`src/rtl/clk_div_pkg.sv`:
```
// Shared constants and types for the clock divider bank.
// Latency: n/a (declarations only).
// Backpressure: n/a.
package clk_div_pkg;

    // Default divisor width and the divisor every channel loads at reset.
    localparam int DIV_W_DFLT       = 8;
    localparam int DEFAULT_DIV_DFLT = 2;

    // Smallest divisor that still yields a toggling output.
    localparam int MIN_DIV          = 2;

    typedef logic [DIV_W_DFLT-1:0] div_t;

endpackage

```
`src/rtl/clk_div_chan.sv`:
```
// One divider channel: counter 0..D-1 with active/pending divisor and out/tick decode.
// Latency: outputs are combinational from the registered counter; writes take effect at the next wrap.
// Backpressure: pend_o stays high while a divisor waits, so the bank refuses further writes to this channel.
module clk_div_chan
    import clk_div_pkg::*;
#(
    parameter int DIV_W       = DIV_W_DFLT,
    parameter int DEFAULT_DIV = DEFAULT_DIV_DFLT
) (
    input  logic             clk,
    input  logic             resetn,
    input  logic             en_i,
    input  logic             sync_i,
    input  logic             wr_i,
    input  logic [DIV_W-1:0] wr_div_i,
    output logic             div_out_o,
    output logic             div_tick_o,
    output logic             pend_o
);

    logic [DIV_W-1:0] cnt_q, cnt_d;
    logic [DIV_W-1:0] act_q, act_d;
    logic [DIV_W-1:0] pend_q, pend_d;
    logic             pend_vld_q, pend_vld_d;
    logic             wrap;
    logic             apply;
    logic [DIV_W-1:0] half;

    // Next-state: sync and disable park the counter at 0; both, like a normal
    // wrap, are period boundaries where a waiting divisor can safely swap in.
    always_comb begin
        cnt_d      = cnt_q;
        act_d      = act_q;
        pend_d     = pend_q;
        pend_vld_d = pend_vld_q;
        apply      = 1'b0;
        wrap       = (cnt_q == act_q - DIV_W'(1));

        if (sync_i || !en_i) begin
            cnt_d = '0;
            apply = 1'b1;
        end else if (wrap) begin
            cnt_d = '0;
            apply = 1'b1;
        end else begin
            cnt_d = cnt_q + DIV_W'(1);
        end

        if (apply && pend_vld_q) begin
            act_d      = pend_q;
            pend_vld_d = 1'b0;
        end

        // The bank only strobes wr_i when the slot is free, so this never
        // collides with the apply above.
        if (wr_i && !pend_vld_q) begin
            pend_d     = wr_div_i;
            pend_vld_d = 1'b1;
        end
    end

    // State register; reset wins over everything, including a same-cycle write.
    always_ff @(posedge clk) begin
        if (!resetn) begin
            cnt_q      <= '0;
            act_q      <= DIV_W'(DEFAULT_DIV);
            pend_q     <= '0;
            pend_vld_q <= 1'b0;
        end else begin
            cnt_q      <= cnt_d;
            act_q      <= act_d;
            pend_q     <= pend_d;
            pend_vld_q <= pend_vld_d;
        end
    end

    // Output decode: high for cnt in 1..floor(D/2), tick on the rising edge.
    always_comb begin
        half       = act_q >> 1;
        div_out_o  = en_i && (cnt_q != '0) && (cnt_q <= half);
        div_tick_o = en_i && (cnt_q == DIV_W'(1));
        pend_o     = pend_vld_q;
    end

endmodule

```
`src/rtl/clk_div_bank.sv`:
```
// Bank of NCH independent clock dividers with a shared divisor-write port and global phase sync.
// Latency: accepted divisor lands in the channel's pending slot next edge, active at the next wrap; cfg_err one cycle after the handshake.
// Backpressure: cfg_ready drops while the addressed channel already holds a pending divisor.
module clk_div_bank
    import clk_div_pkg::*;
#(
    parameter int NCH         = 4,
    parameter int DIV_W       = DIV_W_DFLT,
    parameter int DEFAULT_DIV = DEFAULT_DIV_DFLT
) (
    input  logic                                clk,
    input  logic                                resetn,
    input  logic [NCH-1:0]                      en,
    input  logic                                sync,
    input  logic                                cfg_valid,
    input  logic [((NCH > 1) ? $clog2(NCH) : 1)-1:0] cfg_ch,
    input  logic [DIV_W-1:0]                    cfg_div,
    output logic                                cfg_ready,
    output logic                                cfg_err,
    output logic [NCH-1:0]                      div_out,
    output logic [NCH-1:0]                      div_tick
);

    localparam int CH_W = (NCH > 1) ? $clog2(NCH) : 1;

    logic [NCH-1:0] pend_vld;
    logic [NCH-1:0] wr_stb;
    logic           cfg_hs;
    logic           ch_ok;
    logic           div_ok;
    logic           cfg_err_q, cfg_err_d;

    // Write decode: an out-of-range channel has no slot to fill, so it is
    // always ready and any handshake on it becomes an error.
    always_comb begin
        ch_ok     = ({1'b0, cfg_ch} < (CH_W + 1)'(NCH));
        div_ok    = (cfg_div >= DIV_W'(MIN_DIV));
        cfg_ready = 1'b1;
        for (int i = 0; i < NCH; i++) begin
            if (cfg_ch == CH_W'(i)) begin
                cfg_ready = ~pend_vld[i];
            end
        end
        cfg_hs    = cfg_valid & cfg_ready;
        for (int i = 0; i < NCH; i++) begin
            wr_stb[i] = cfg_hs & ch_ok & div_ok & (cfg_ch == CH_W'(i));
        end
        cfg_err_d = cfg_hs & ~(ch_ok & div_ok);
    end

    // Error flag: a one-cycle pulse following each discarded write.
    always_ff @(posedge clk) begin
        if (!resetn) begin
            cfg_err_q <= 1'b0;
        end else begin
            cfg_err_q <= cfg_err_d;
        end
    end

    assign cfg_err = cfg_err_q;

    for (genvar g = 0; g < NCH; g++) begin : g_chan
        clk_div_chan #(
            .DIV_W       (DIV_W),
            .DEFAULT_DIV (DEFAULT_DIV)
        ) u_chan (
            .clk        (clk),
            .resetn     (resetn),
            .en_i       (en[g]),
            .sync_i     (sync),
            .wr_i       (wr_stb[g]),
            .wr_div_i   (cfg_div),
            .div_out_o  (div_out[g]),
            .div_tick_o (div_tick[g]),
            .pend_o     (pend_vld[g])
        );
    end

endmodule

```
`config.mk`:
```
export PLATFORM = sky130hd
export DESIGN_NAME = clk_div_bank
export DESIGN_NICKNAME = d
export VERILOG_FILES = /design/src/rtl/clk_div_pkg.sv /design/src/rtl/clk_div_chan.sv /design/src/rtl/clk_div_bank.sv
export SDC_FILE = /design/constraint.sdc
export NUM_CORES = 1
export LEC_CHECK = 0
export ABC_CLOCK_PERIOD_IN_PS = 2590
export BUFFER_PORTS_ARGS = -buffer_cell sky130_fd_sc_hd__buf_2
export CORE_MARGIN = 1
export CORE_UTILIZATION = 40
export DETAILED_ROUTE_END_ITERATION = 16
export PLACE_DENSITY = 0.61
export SYNTH_ARGS = -nofsm -noshare
export SYNTH_HDL_FRONTEND = slang
export SYNTH_SLANG_ARGS = --single-unit
export TNS_END_PERCENT = 20
```
`constraint.sdc`:
```
create_clock -name clk -period 2.59 [get_ports clk]
set_clock_uncertainty 0.15 [all_clocks]
set_input_delay 0.1295 -clock clk [delete_from_list [all_inputs] [get_ports clk]]
set_output_delay 0.1295 -clock clk [all_outputs]
set_load 0.02 [all_outputs]
```
After elaboration in Yosys (flattened, before gate mapping)
Index checks and enable logic that the tools add are counted.

Register bits: 101. Bits of input ports: 18. Output and inout port bits: 10.

Add/sub/neg operators: 8. $lt $le $gt $ge: 5. Eq/ne operators: 11. Muxes and demuxes: 20. Bitwise logic cells: 13. Reduce and logical (&&, ||, !) cells: 45.

Operators with widths (count): adder 8 x 1 -> 8 bit (second input constant) (4); == test 8 x 1 -> 1 bit (second input constant) (4); == test 8 bit (4); less-or-equal comparator 8 x 7 -> 1 bit (4); nonzero test 8 bit (4); subtractor 8 x 1 -> 8 bit (second input constant) (4); logical AND 1 bit (20); two-way mux 1 bit (20); OR reduction 3 bit (4); >= comparator 8 x 2 -> 1 bit (second input constant) (1); zero test 1 bit (8); nonzero test 2 bit (4); AND 1 bit (7); NOT 1 bit (6); == test 2 bit (second input constant) (2); logical OR 1 bit (4); == test 2 x 1 -> 1 bit (second input constant) (1); zero test 2 bit (1).

Longest topological paths before layout
Gate-level depths: netlist of the first run.

Depth after elaboration: 10. Mapped depth: 11. Gate-level depth less buffers: 9.

Hierarchy
Synthesis of the first run repeated with hierarchy kept, for this count alone.

Cell total of the unflattened synthesis: 692. Area total of the unflattened synthesis: 6195.9 µm².

By module, submodules not included: clk_div_chan (times used 4, cells each 169, area an instance 1512.7 µm², sequential area each 500.5 µm²); clk_div_bank (times used 1, cells each 16, area an instance 145.1 µm², sequential area each 20.0 µm²).

Least setup slack after synthesis of the first run
OpenSTA, ideal clock, no wires.

Path kind: register to register. Start point: reg g_chan[2].u_chan.act_q[0]. End point: reg g_chan[2].u_chan.act_q[0]. Setup time: 70 ps. Arrival: 2175 ps. Setup slack: 195 ps. Cell stages (with the launch flop): 12. Buffers on the path: 2. Clock period less this slack: 2395 ps. Cells stage by stage: dfxtp_1 -> inv_1 -> ha_1 -> buf_2 -> nor2_1 -> nor2_1 -> a221o_1 -> a2111oi_0 -> a21o_1 -> buf_2 -> nand2_1 -> a21oi_1.

Longest elaborated chain between the ends: 5.

RTL lines: start: declaration (RTL line clk_div_chan.sv:22) `logic [DIV_W-1:0] act_q, act_d;`; start signal: assignment (RTL line clk_div_chan.sv:66) `act_q <= DIV_W'(DEFAULT_DIV);`; start signal: assignment (RTL line clk_div_chan.sv:71) `act_q <= act_d;`; subtractor 8 x 1 -> 8 bit (RTL line clk_div_chan.sv:37) `wrap = (cnt_q == act_q - DIV_W'(1));`; == test 8 bit (RTL line clk_div_chan.sv:37); two-way mux 1 bit (RTL line clk_div_chan.sv:42) `end else if (wrap) begin`; two-way mux 1 bit (RTL line clk_div_chan.sv:39) `if (sync_i || !en_i) begin`; logical AND 1 bit (RTL line clk_div_chan.sv:49) `if (apply && pend_vld_q) begin`.

No other way between the ends. A chain may end at the register's enable or synchronous reset.

Final worst setup path of the first run
Start point: reg g_chan[0].u_chan.act_q[2]. End point: out div_out[0].

Longest elaborated chain between the ends: 2.

RTL lines: start: declaration (RTL line clk_div_chan.sv:22); start signal: assignment (RTL line clk_div_chan.sv:66); start signal: assignment (RTL line clk_div_chan.sv:71); less-or-equal comparator 8 x 7 -> 1 bit (RTL line clk_div_chan.sv:80) `div_out_o = en_i && (cnt_q != '0) && (cnt_q <= half);`; logical AND 1 bit (RTL line clk_div_chan.sv:80); end: declaration (RTL line clk_div_bank.sv:20) `output logic [NCH-1:0] div_out,`.

No other way between the ends.

==> reports/metrics.cfg, run 1 <==
[sta]
timing.fmax_mhz = 395.5
number_of_setup_violations_in_the_final_report = 0
setup_tns_ps = 0
drv_slew = 0
final-hold-violation-count = 0
fin_ws_ps = 61.40
unrepaired_setup_endpoints_after_global_routing = yes
timing.max_slew.rel_slack = 0.6069
worst_pin_slew_ps = 587.9
post-route-period-util = 0.9763
hold-worst-slack_ps = 111.1
post-route-min-period_ps = 2529

[floorplanning]
fp.dieH_um = 122.2
placementRows = 43
ios = 28
die_width_um = 122.2
die-area_um2 = 14930
core_area_um2 = 13990
initial_core_util = 0.4131

[cells_and_area]
areaGrowthSynthToFinish_pct = 13.31
final_design_area_no_fill_um2 = 6549
commonest_cells_after_routing_fill_and_taps_aside = sky130_fd_sc_hd__dfxtp_1, sky130_fd_sc_hd__nor2_1, sky130_fd_sc_hd__nand2_1
mostFrequentLayoutCell = sky130_fd_sc_hd__dfxtp_1
multi_input_comb_area_um2 = 3407
fillCellCount = 1378
ff_latch_area_um2 = 2041
final_layout_size_suffix_gt1_frac = 0.1186
finish.net_count = 758
stdcell_count = 882

[pwr]
seq_power_share = 0.491
power_switching_share = 0.2373
combinationalPowerShare = 0.096
ir_worst_vdd_v = 0.0003128
leakage_nw = 2.675
power.density_nw_per_um2 = 497.6
netSwitchingPower_mw = 0.7733
share_of_power_burned_in_the_clock_network = 0.412
internal_power_mw = 2.486

[placed_design]
routabilityCongestion = 0.8872
port-buffer-count = 27
dp.cells = 854
hpwlAfterDp_mm = 9.482
place_ws_ps = 114.0
post_place_instance_area_um2 = 6087

[cts]
tritoncts = done
clock_path_buffers = 2
worstSkewPairLatency_ps = 350
cts_sinks = 101
cts-buffers-inserted = 9
cts.reportedPaths.clkPinSlew_ps = 60
htreeDepth = 3
clock-root-buffer = sky130_fd_sc_hd__clkbuf_16

[grt]
first_global_vias = 4469
grt_use_total = 0.1828
antenna_found_initial = 2
grt_overflow = 0
grt_pass1_wl_mm = 21.27
pin_count_of_the_biggest_net_entering_global_routing = 42

[status]
result_of_the_run = finished, final reports clean

[synth]
syn_area_um2 = 5779
syn-instance-count = 664
yosys_warnings = 0
yosys_most_used_dff = sky130_fd_sc_hd__dfxtp_1
avgSynthCellArea_um2 = 8.704
yosys-top-cells-area = sky130_fd_sc_hd__dfxtp_1, sky130_fd_sc_hd__ha_1, sky130_fd_sc_hd__mux2i_1, sky130_fd_sc_hd__nor2_1, sky130_fd_sc_hd__xor2_1
ys_ff_latch = 101
synth-edff-count = 0
synth_seq_area_share = 0.3499
synth_cell_types = 61
postSynth.asyncResetShare = 0
yosys.area.top_type_share = 0.3499
synthesis.nets = 726
synthDominantAreaCellType = sky130_fd_sc_hd__dfxtp_1

[drt]
drt-wirelength-per-cell_um = 14.44
dr.first_iter.drc_count = 239
via_count = 4642
drt_antenna_net_count = 0
remaining_drc_errors = 0
finalWirelength_mm = 12.74
via_to_cell_ratio = 5.263
drt_first_pass_iters = 4

[worst_setup_path]
timing.critical_path.mode_cell = sky130_fd_sc_hd__o21a_1
crit_path_class = reg -> out
crit_family = compound AO/OA/AOI/OAI gates
crit_fanout = 5
crit_path_top_delay_cell = sky130_fd_sc_hd__dfxtp_4
worst-endpoint-required_ps = 2310
timing.critical_path.to_type = output port
timing.critical_path.arrival_ps = 2250
worstPathCellList = inv_1 > ha_1 > nor2b_1 > o21a_1 > o21a_1 > o21a_1 > o21ai_1 > nand2b_1 > a31oi_1 > buf_2
cp_slowest_stage_delay_ps = 370
worstPathBufferInverterCount = 2
start_kind = register

[min_path]
worst_hold_path_type = in -> reg

[job]
drv.max_cap_violation_count = 0

tightest hold or removal path, delay by kind of cell:
family | cells | cell delay, ps
AND/OR/NAND/NOR | 2 | 300
buffers and inverters | 1 | 130
per-stage QoR:
step / total power [mW] / util
5_1_grt: 3.404 / 0.4680
3_3_place_gp: 1.930 / 0.4352
4_1_cts: 3.303 / 0.4641
6_report: 3.259 / 0.4682
3_5_place_dp: 1.939 / 0.4352
2_1_floorplan: 1.853 / -
Yosys cell counts, drive strengths merged (4+ instances only):
library cell  instances
dfxtp               101
nor2                 78
nand2                53
inv                  51
ha                   44
mux2i                41
nand3                35
xor2                 31
xnor2                28
buf                  18
o21ai                18
and3                 15
clkbuf               15
a21oi                12
o21a                 12
nor3                 11
o31ai                 9
a31oi                 8
nand4                 8
nor4                  8
nand2b                6
or4                   6
and4                  5
nand4b                4
nor2b                 4
repair_timing:
action,4_1_cts,5_1_grt
pin swaps,1,4
hold buffers,10,0
endpoints found under the hold margin,24,0
resized for setup,8,16
endpoints found under the setup margin,4,35
gates cloned,0,0
buffers inserted,0,1
logic make-up after synthesis:
| group | share of synthesized area |
|---|---|
| AO/OA/AOI/OAI | 0.1089 |
| buffers and inverters | 0.06581 |
| flip-flops | 0.3499 |
| adder cells (fa/ha/maj) | 0.09526 |
| multiplexers | 0.07491 |
| AND/OR/NAND/NOR | 0.2117 |
| XOR/XNOR | 0.09353 |
power groups by stage:
stage | Clock (mW) | Combinational, mW | Sequential, mW
floorplan | 0 | 0.218 | 1.63
global placement | 0 | 0.290 | 1.64
detailed placement | 0 | 0.299 | 1.64
CTS | 1.39 | 0.312 | 1.60
global route | 1.45 | 0.349 | 1.60
finish | 1.34 | 0.314 | 1.60
state kept, by name (all words and copies together), names as in the netlist:
signal                flops
g_chan.u_chan.pend_q     32
g_chan.u_chan.act_q      32
cfg_err                   1
g_chan.u_chan.pend_o      4
g_chan.u_chan.cnt_q      32
final timing paths:
path                                                start                                endpoint  slack [ps]  depth (start not counted)
setup / recovery   g_chan[0].u_chan.act_q[2]$_SDFFE_PN0P_                              div_out[0]          60                         10
hold / removal                                      en[2]    g_chan[2].u_chan.cnt_q[1]$_SDFF_PP0_         110                          3
setup reg to reg   g_chan[3].u_chan.act_q[2]$_SDFFE_PN0P_  g_chan[3].u_chan.act_q[4]$_SDFFE_PN0P_         100                          9
hold reg to reg   g_chan[0].u_chan.pend_q[2]$_SDFFE_PN0P_  g_chan[0].u_chan.act_q[2]$_SDFFE_PN0P_         300                          2
layer usage:
layer	up-vias	global-route usage	share of wire
met5	-	0	0
met4	0	0.08765	0.024
met3	21	0.03090	0.034
met2	70	0.3006	0.47
met1	2190	0.2308	0.47
li1	2361	-	-
cell type report:
class	count	share of cell area
Multi-Input combinational cell	478	0.5203
Inverter	52	0.02981
Timing Repair Buffer	54	0.05846
Clock buffer	12	0.03764
Tap cell	180	0.03439
Clock inverter	3	0.007069
Antenna cell	2	0.0007642
Sequential cell	101	0.3116
Note: power is estimated with default switching activity, not from simulation.
==> run 2, diff against run 1 <==
- PLACE_DENSITY: 0.61 -> not set
- PLACE_DENSITY_LB_ADDON: not set -> 0.12
- RECOVER_POWER: not set -> 50
==> run 2 against run 1 <==
- register-to-register slack improved by 80 ps
- largest cell class unchanged
- routed wire length is 3.7% higher
- sequential power about the same
- clock power fell by 4%
- highest routed layer unchanged
- die area stayed put
==> reports/metrics.cfg, run 2 (synthesis gave the netlist of run 1 again) <==
[cts]
cts_sinks = 101  ; unchanged
postCtsSetupRepairBufs = 0  ; unchanged
cts.reportedPaths.clkPinSlew_ps = 70  ; about the same
cts-buffers-inserted = 9  ; unchanged
clock-root-buffer = sky130_fd_sc_hd__clkbuf_16
clock_path_buffers = 2  ; unchanged
tritoncts = done
worstSkewPairLatency_ps = 350  ; about the same
htreeDepth = 3  ; unchanged

[min_path]
timing.hold.worst_path_depth = 3  ; unchanged
hold-path-endpoint = g_chan[3].u_chan.pend_q[4]$_SDFFE_PN0P_
worst_hold_path_type = in -> reg
hold_start = cfg_div[4]

[grt]
grt_use_met2 = 0.3220  ; +0.02142
grt_pass1_wl_mm = 21.69  ; +2.0%
antenna_found_initial = 1  ; -1
global_routing_met1_resource_utilization = 0.2335  ; +0.002642
grt_use_total = 0.1876  ; +0.004830
routing_usage_on_met3 = 0.04822  ; +0.01732
first_global_vias = 4374  ; -2.1%
grt_overflow = 0  ; unchanged
pin_count_of_the_biggest_net_entering_global_routing = 42  ; unchanged
gr-max-usage-layer = met2

[floorplanning]
placementRows = 43  ; unchanged
die_width_um = 122.2  ; unchanged
ios = 28  ; unchanged
fp.dieH_um = 122.2  ; unchanged
initial_core_util = 0.4131  ; unchanged
die-area_um2 = 14930  ; unchanged
core_area_um2 = 13990  ; unchanged

[worst_setup_path]
crit_path_class = reg -> out
terminus_of_the_critical_flop_to_flop_path = g_chan[3].u_chan.act_q[3]$_SDFFE_PN0P_
crit_fanout = 6  ; +1
regToRegStartpoint = g_chan[3].u_chan.act_q[1]$_SDFFE_PN1P_
worst_reg2reg_path_depth = 10  ; +1
regToRegSetupSlack_ps = 180  ; +80 ps
timing.critical_path.arrival_ps = 2270  ; +20 ps
timing.critical_path.to_type = output port
start_kind = register
worst-endpoint-required_ps = 2310  ; about the same

[cells_and_area]
fillCellCount = 1402  ; +1.7%
registers_with_the_highest_flip_flop_counts = g_chan.u_chan.act_q (32), g_chan.u_chan.cnt_q (32), g_chan.u_chan.pend_q (32)
final_design_area_no_fill_um2 = 6501  ; -0.73%
finish.net_count = 758  ; unchanged
final_layout_size_suffix_gt1_frac = 0.1114  ; -0.007143
areaGrowthSynthToFinish_pct = 12.49
commonest_cells_after_routing_fill_and_taps_aside = sky130_fd_sc_hd__dfxtp_1, sky130_fd_sc_hd__nor2_1, sky130_fd_sc_hd__nand2_1
mostFrequentLayoutCell = sky130_fd_sc_hd__dfxtp_1

[pwr]
ir_worst_vdd_v = 0.0004389  ; +40%
power.density_nw_per_um2 = 490.4  ; -1.5%
post-layout-total-power_mw = 3.188  ; -2.2%
leakage_nw = 2.646  ; -1.1%

[sta]
post-route-period-util = 0.9862  ; +0.009855
final-hold-violation-count = 0  ; unchanged
timing.fmax_mhz = 391.5  ; -1.0%
drv_slew = 0  ; unchanged
number_of_setup_violations_in_the_final_report = 0  ; unchanged
timing.max_slew.rel_slack = 0.6048  ; -0.002104
worst_pin_slew_ps = 592.2  ; +4.273 ps
post-route-min-period_ps = 2554  ; +25.53 ps
setup_tns_ps = 0  ; unchanged
unrepaired_setup_endpoints_after_global_routing = yes

[drt]
dr.first_iter.drc_count = 200  ; -16%
finalWirelength_mm = 13.21  ; +3.7%
via_to_cell_ratio = 5.188  ; -1.4%
remaining_drc_errors = 0  ; unchanged
drt_antenna_net_count = 0  ; unchanged
drt-wirelength-per-cell_um = 15.00  ; +3.9%
via_count = 4571  ; -1.5%
drt_first_pass_iters = 4  ; unchanged

[placed_design]
routabilityCongestion = 0.8116  ; -8.5%
port-buffer-count = 27  ; unchanged
hpwlAfterDp_mm = 9.680  ; +2.1%
post_place_instance_area_um2 = 6117  ; +0.49%

[status]
result_of_the_run = finished, final reports clean

[job]
drv.max_cap_violation_count = 0  ; unchanged

run 2: power breakdown:
part | switching [mW] | total (mW) | internal [mW] | leakage (nW)
Clock | 0.579 | 1.28 | 0.699 | 0.135
Sequential | 0.0240 | 1.60 | 1.58 | 0.820
Combinational | 0.177 | 0.308 | 0.131 | 1.69
Total | 0.780 | 3.19 | 2.41 | 2.65
run 2: stage by stage:
stage	util	setup WS [ps]	cells	hold WS, ps
after floorplan	-	194.5	664	123.4
after global placement	0.4373	178.4	858	292.9
after global routing	0.4646	-79.06	880	35.23
final	0.4648	35.87	881	22.38
after detailed placement	0.4373	82.77	858	293.1
after CTS	0.4632	-1.860	880	7.644
run 2: repair_timing:
action / 4_1_cts / 5_1_grt
gates resized for setup: 8 / 16
endpoints found under the setup margin: 4 / 37
pin swaps: 1 / 5
hold buffers: 7 / 0
hold endpoints to repair: 22 / 0
run 2: layout make-up:
type / count / area [um2] / area share
antenna: 1 / 2.502 / 0.0003849
clock buffer: 12 / 256.5 / 0.03945
clock inverter: 3 / 21.27 / 0.003272
inverter: 52 / 195.2 / 0.03002
multi-input combinational: 478 / 3400 / 0.5229
sequential: 101 / 2039 / 0.3137
tap: 180 / 225.2 / 0.03464
timing repair buffer: 54 / 361.6 / 0.05562
run 2: per-layer routing:
layer	wire length, um	vias to the layer above
li1	-	2356
met1	6300	2159
met2	6386	49
met3	411	7
met4	114	0
met5	0	-
run 2: critical path, cell delays in order (launching register included):
cell and delay [ps]:
sky130_fd_sc_hd__dfxtp_4 370, sky130_fd_sc_hd__inv_1 80, sky130_fd_sc_hd__ha_1 320, sky130_fd_sc_hd__nor2b_1 140
sky130_fd_sc_hd__o21a_1 160, sky130_fd_sc_hd__o21a_1 170, sky130_fd_sc_hd__o21a_1 160, sky130_fd_sc_hd__o21ai_0 130
sky130_fd_sc_hd__nand2b_1 70, sky130_fd_sc_hd__a31oi_1 160, sky130_fd_sc_hd__buf_4 180
run 2: how the worst max path moves through the flow:
stage                                                 from                                endpoint  slack (ps)
floorplan           g_chan[2].u_chan.act_q[0]$_SDFFE_PN0P_  g_chan[2].u_chan.act_q[0]$_SDFFE_PN0P_         190
CTS                 g_chan[1].u_chan.act_q[2]$_SDFFE_PN0P_                              div_out[1]          -2
global route        g_chan[3].u_chan.act_q[2]$_SDFFE_PN0P_                              div_out[3]         -80
detailed placement  g_chan[2].u_chan.act_q[1]$_SDFFE_PN1P_  g_chan[2].u_chan.act_q[6]$_SDFFE_PN0P_          80
finish              g_chan[3].u_chan.act_q[2]$_SDFFE_PN0P_                              div_out[3]          40
global placement    g_chan[2].u_chan.act_q[0]$_SDFFE_PN0P_  g_chan[2].u_chan.act_q[0]$_SDFFE_PN0P_         180
==> run 3, diff against run 2 <==
- CORE_UTILIZATION: 40 -> 50
==> run 3 against run 2 <==
- sequential share of layout area down 0.29 points
- global-route usage increased by 4.0 points
- register-to-register slack got worse by 70 ps
- critical path type unchanged
- critical endpoint is now div_out[1]
- largest cell class unchanged
- highest routed layer unchanged
==> reports/metrics.cfg, run 3 (synthesis gave the netlist of run 1 again) <==
[sta]
timing.fmax_mhz = 398.2  ; +1.7%
number_of_setup_violations_in_the_final_report = 0  ; unchanged
timing.max_slew.rel_slack = 0.6381  ; +0.03337
post-route-period-util = 0.9696  ; -0.01652
post-route-min-period_ps = 2511  ; -42.78 ps
final-hold-violation-count = 0  ; unchanged
fin_ws_ps = 78.65  ; +42.78 ps
unrepaired_setup_endpoints_after_global_routing = yes
worst_pin_slew_ps = 542.2  ; -50.00 ps
drv_slew = 0  ; unchanged

[pwr]
internal_power_mw = 2.590  ; +7.6%
netSwitchingPower_mw = 0.7772  ; -0.32%
leakage_nw = 2.681  ; +1.3%
power_switching_share = 0.2308  ; -0.01377
seq_power_share = 0.474  ; -0.028
combinationalPowerShare = 0.096  ; about the same
share_of_power_burned_in_the_clock_network = 0.429  ; +0.028
power.density_nw_per_um2 = 513.5  ; +4.7%
ir_worst_vdd_v = 0.0003746  ; -15%

[cells_and_area]
fillCellCount = 988  ; -30%
antenna-diode-count = 0  ; -1
finish.net_count = 761  ; +0.40%
areaGrowthSynthToFinish_pct = 13.47
commonest_cells_after_routing_fill_and_taps_aside = sky130_fd_sc_hd__dfxtp_1, sky130_fd_sc_hd__nor2_1, sky130_fd_sc_hd__nand2_1
final_layout_size_suffix_gt1_frac = 0.1207  ; +0.009310
registers_with_the_highest_flip_flop_counts = g_chan.u_chan.act_q (32), g_chan.u_chan.cnt_q (32), g_chan.u_chan.pend_q (32)
mostFrequentLayoutCell = sky130_fd_sc_hd__dfxtp_1
final_design_area_no_fill_um2 = 6558  ; +0.87%

[cts]
clock_path_buffers = 2  ; unchanged
worstSkewPairLatency_ps = 340  ; about the same
cts.reportedPaths.clkPinSlew_ps = 70  ; about the same
tritoncts = done
cts_sinks = 101  ; unchanged
cts-buffers-inserted = 9  ; unchanged
clock-root-buffer = sky130_fd_sc_hd__clkbuf_16
htreeDepth = 3  ; unchanged

[worst_setup_path]
timing.critical_path.to_type = output port
crit_fanout = 7  ; +1
crit_path_class = reg -> out
timing.critical_path.arrival_ps = 2230  ; -40 ps
worst-endpoint-required_ps = 2310  ; about the same
start_kind = register

[drt]
drt_first_pass_iters = 4  ; unchanged
via_to_cell_ratio = 5.485  ; +5.7%
drt-wirelength-per-cell_um = 14.99  ; about the same
via_count = 4629  ; +1.3%
dr.first_iter.drc_count = 215  ; +7.5%
remaining_drc_errors = 0  ; unchanged
drt_antenna_net_count = 0  ; unchanged
finalWirelength_mm = 12.65  ; -4.3%

[floorplanning]
die-area_um2 = 11990  ; -20%
ios = 28  ; unchanged
initial_core_util = 0.5239  ; +0.1108
core_area_um2 = 11030  ; -21%
die_width_um = 109.5  ; -10%
fp.dieH_um = 109.5  ; -10%
placementRows = 38  ; -12%

[grt]
grt_pass1_wl_mm = 21.13  ; -2.6%
first_global_vias = 4377  ; +0.069%
grt_use_total = 0.2274  ; +0.03986
grt_overflow = 0  ; unchanged
antenna_found_initial = 0  ; -1
pin_count_of_the_biggest_net_entering_global_routing = 51  ; +21%

[placed_design]
hpwlAfterDp_mm = 9.074  ; -6.3%
post_place_instance_area_um2 = 6052  ; -1.1%
routabilityCongestion = 0.8386  ; +3.3%
place_ws_ps = 89.94  ; +7.166 ps
port-buffer-count = 27  ; unchanged

[job]
drv.max_cap_violation_count = 0  ; unchanged

[status]
result_of_the_run = finished, final reports clean

[min_path]
worst_hold_path_type = in -> reg

run 3: changes by cell type in the layout (fill, tap and decap cells not counted), sizes merged:
cell,change
inv,+1
clkinv,-1
buf,-1
dlygate4sd3,+3
bufinv,+2
diode,-1
run 3: final timing paths:
| kind | start | endpoint | slack [ps] | depth (start not counted) |
|---|---|---|---|---|
| min reg2reg | g_chan[1].u_chan.pend_q[0]$_SDFFE_PN0P_ | g_chan[1].u_chan.act_q[0]$_SDFFE_PN0P_ | 300 | 2 |
| min | cfg_div[7] | g_chan[3].u_chan.pend_q[7]$_SDFFE_PN0P_ | 9 | 3 |
| max reg2reg | g_chan[3].u_chan.act_q[0]$_SDFFE_PN0P_ | g_chan[3].u_chan.act_q[7]$_SDFFE_PN0P_ | 110 | 10 |
| max | g_chan[1].u_chan.act_q[2]$_SDFFE_PN0P_ | div_out[1] | 80 | 10 |
run 3: area by class of cell:
class / instances / area, um2 / area share
Inverter: 52 / 195.2 / 0.02977
Clock buffer: 11 / 242.7 / 0.03702
Multi-Input combinational cell: 478 / 3435 / 0.5238
Sequential cell: 101 / 2038 / 0.3108
Timing Repair Buffer: 57 / 390.4 / 0.05953
Clock inverter: 5 / 81.33 / 0.01240
Tap cell: 140 / 175.2 / 0.02671
run 3: routing by layer:
metal / vias up / global-route usage / wire length, um
li1: 2359 / - / -
met1: 2210 / 0.3139 / 6279
met2: 50 / 0.3661 / 5875
met3: 10 / 0.03379 / 361
met4: 0 / 0.07048 / 132
met5: - / 0 / 0
run 3: power groups by stage:
stage,clock network (mW),logic [mW],registers [mW]
after global placement,0,0.295,1.64
after CTS,1.48,0.318,1.60
after detailed placement,0,0.302,1.64
after floorplan,0,0.218,1.63
after global routing,1.56,0.358,1.60
final,1.45,0.323,1.60
run 3: through the flow:
stage	power, mW	util	setup TNS (ps)	hold WS (ps)	std cells
finish	3.367	0.5945	0	9.227	844
CTS	3.398	0.5876	0	4.657	842
detailed placement	1.938	0.5487	0	273.5	816
global placement	1.931	0.5487	0	277.5	816
floorplan	1.853	-	0	123.4	664
global route	3.514	0.5945	-208.0	1.932	844
run 3: timing repair:
| item | CTS | global route |
|---|---|---|
| hold buffers | 10 | 0 |
| pin swaps | 0 | 6 |
| setup endpoints to repair | 4 | 64 |
| resized for setup | 5 | 26 |
| endpoints found under the hold margin | 17 | 0 |
| setup buffers | 0 | 2 |
run 3: critical path, cell delays in order (launching register included):
cell and delay [ps]:
sky130_fd_sc_hd__dfxtp_4 380, sky130_fd_sc_hd__inv_1 60, sky130_fd_sc_hd__ha_1 300, sky130_fd_sc_hd__nor2b_1 130, sky130_fd_sc_hd__o21a_1 160, sky130_fd_sc_hd__o21a_1 160
sky130_fd_sc_hd__o21a_1 160, sky130_fd_sc_hd__o21ai_0 140, sky130_fd_sc_hd__nand2b_1 70, sky130_fd_sc_hd__a31oi_1 170, sky130_fd_sc_hd__buf_4 160
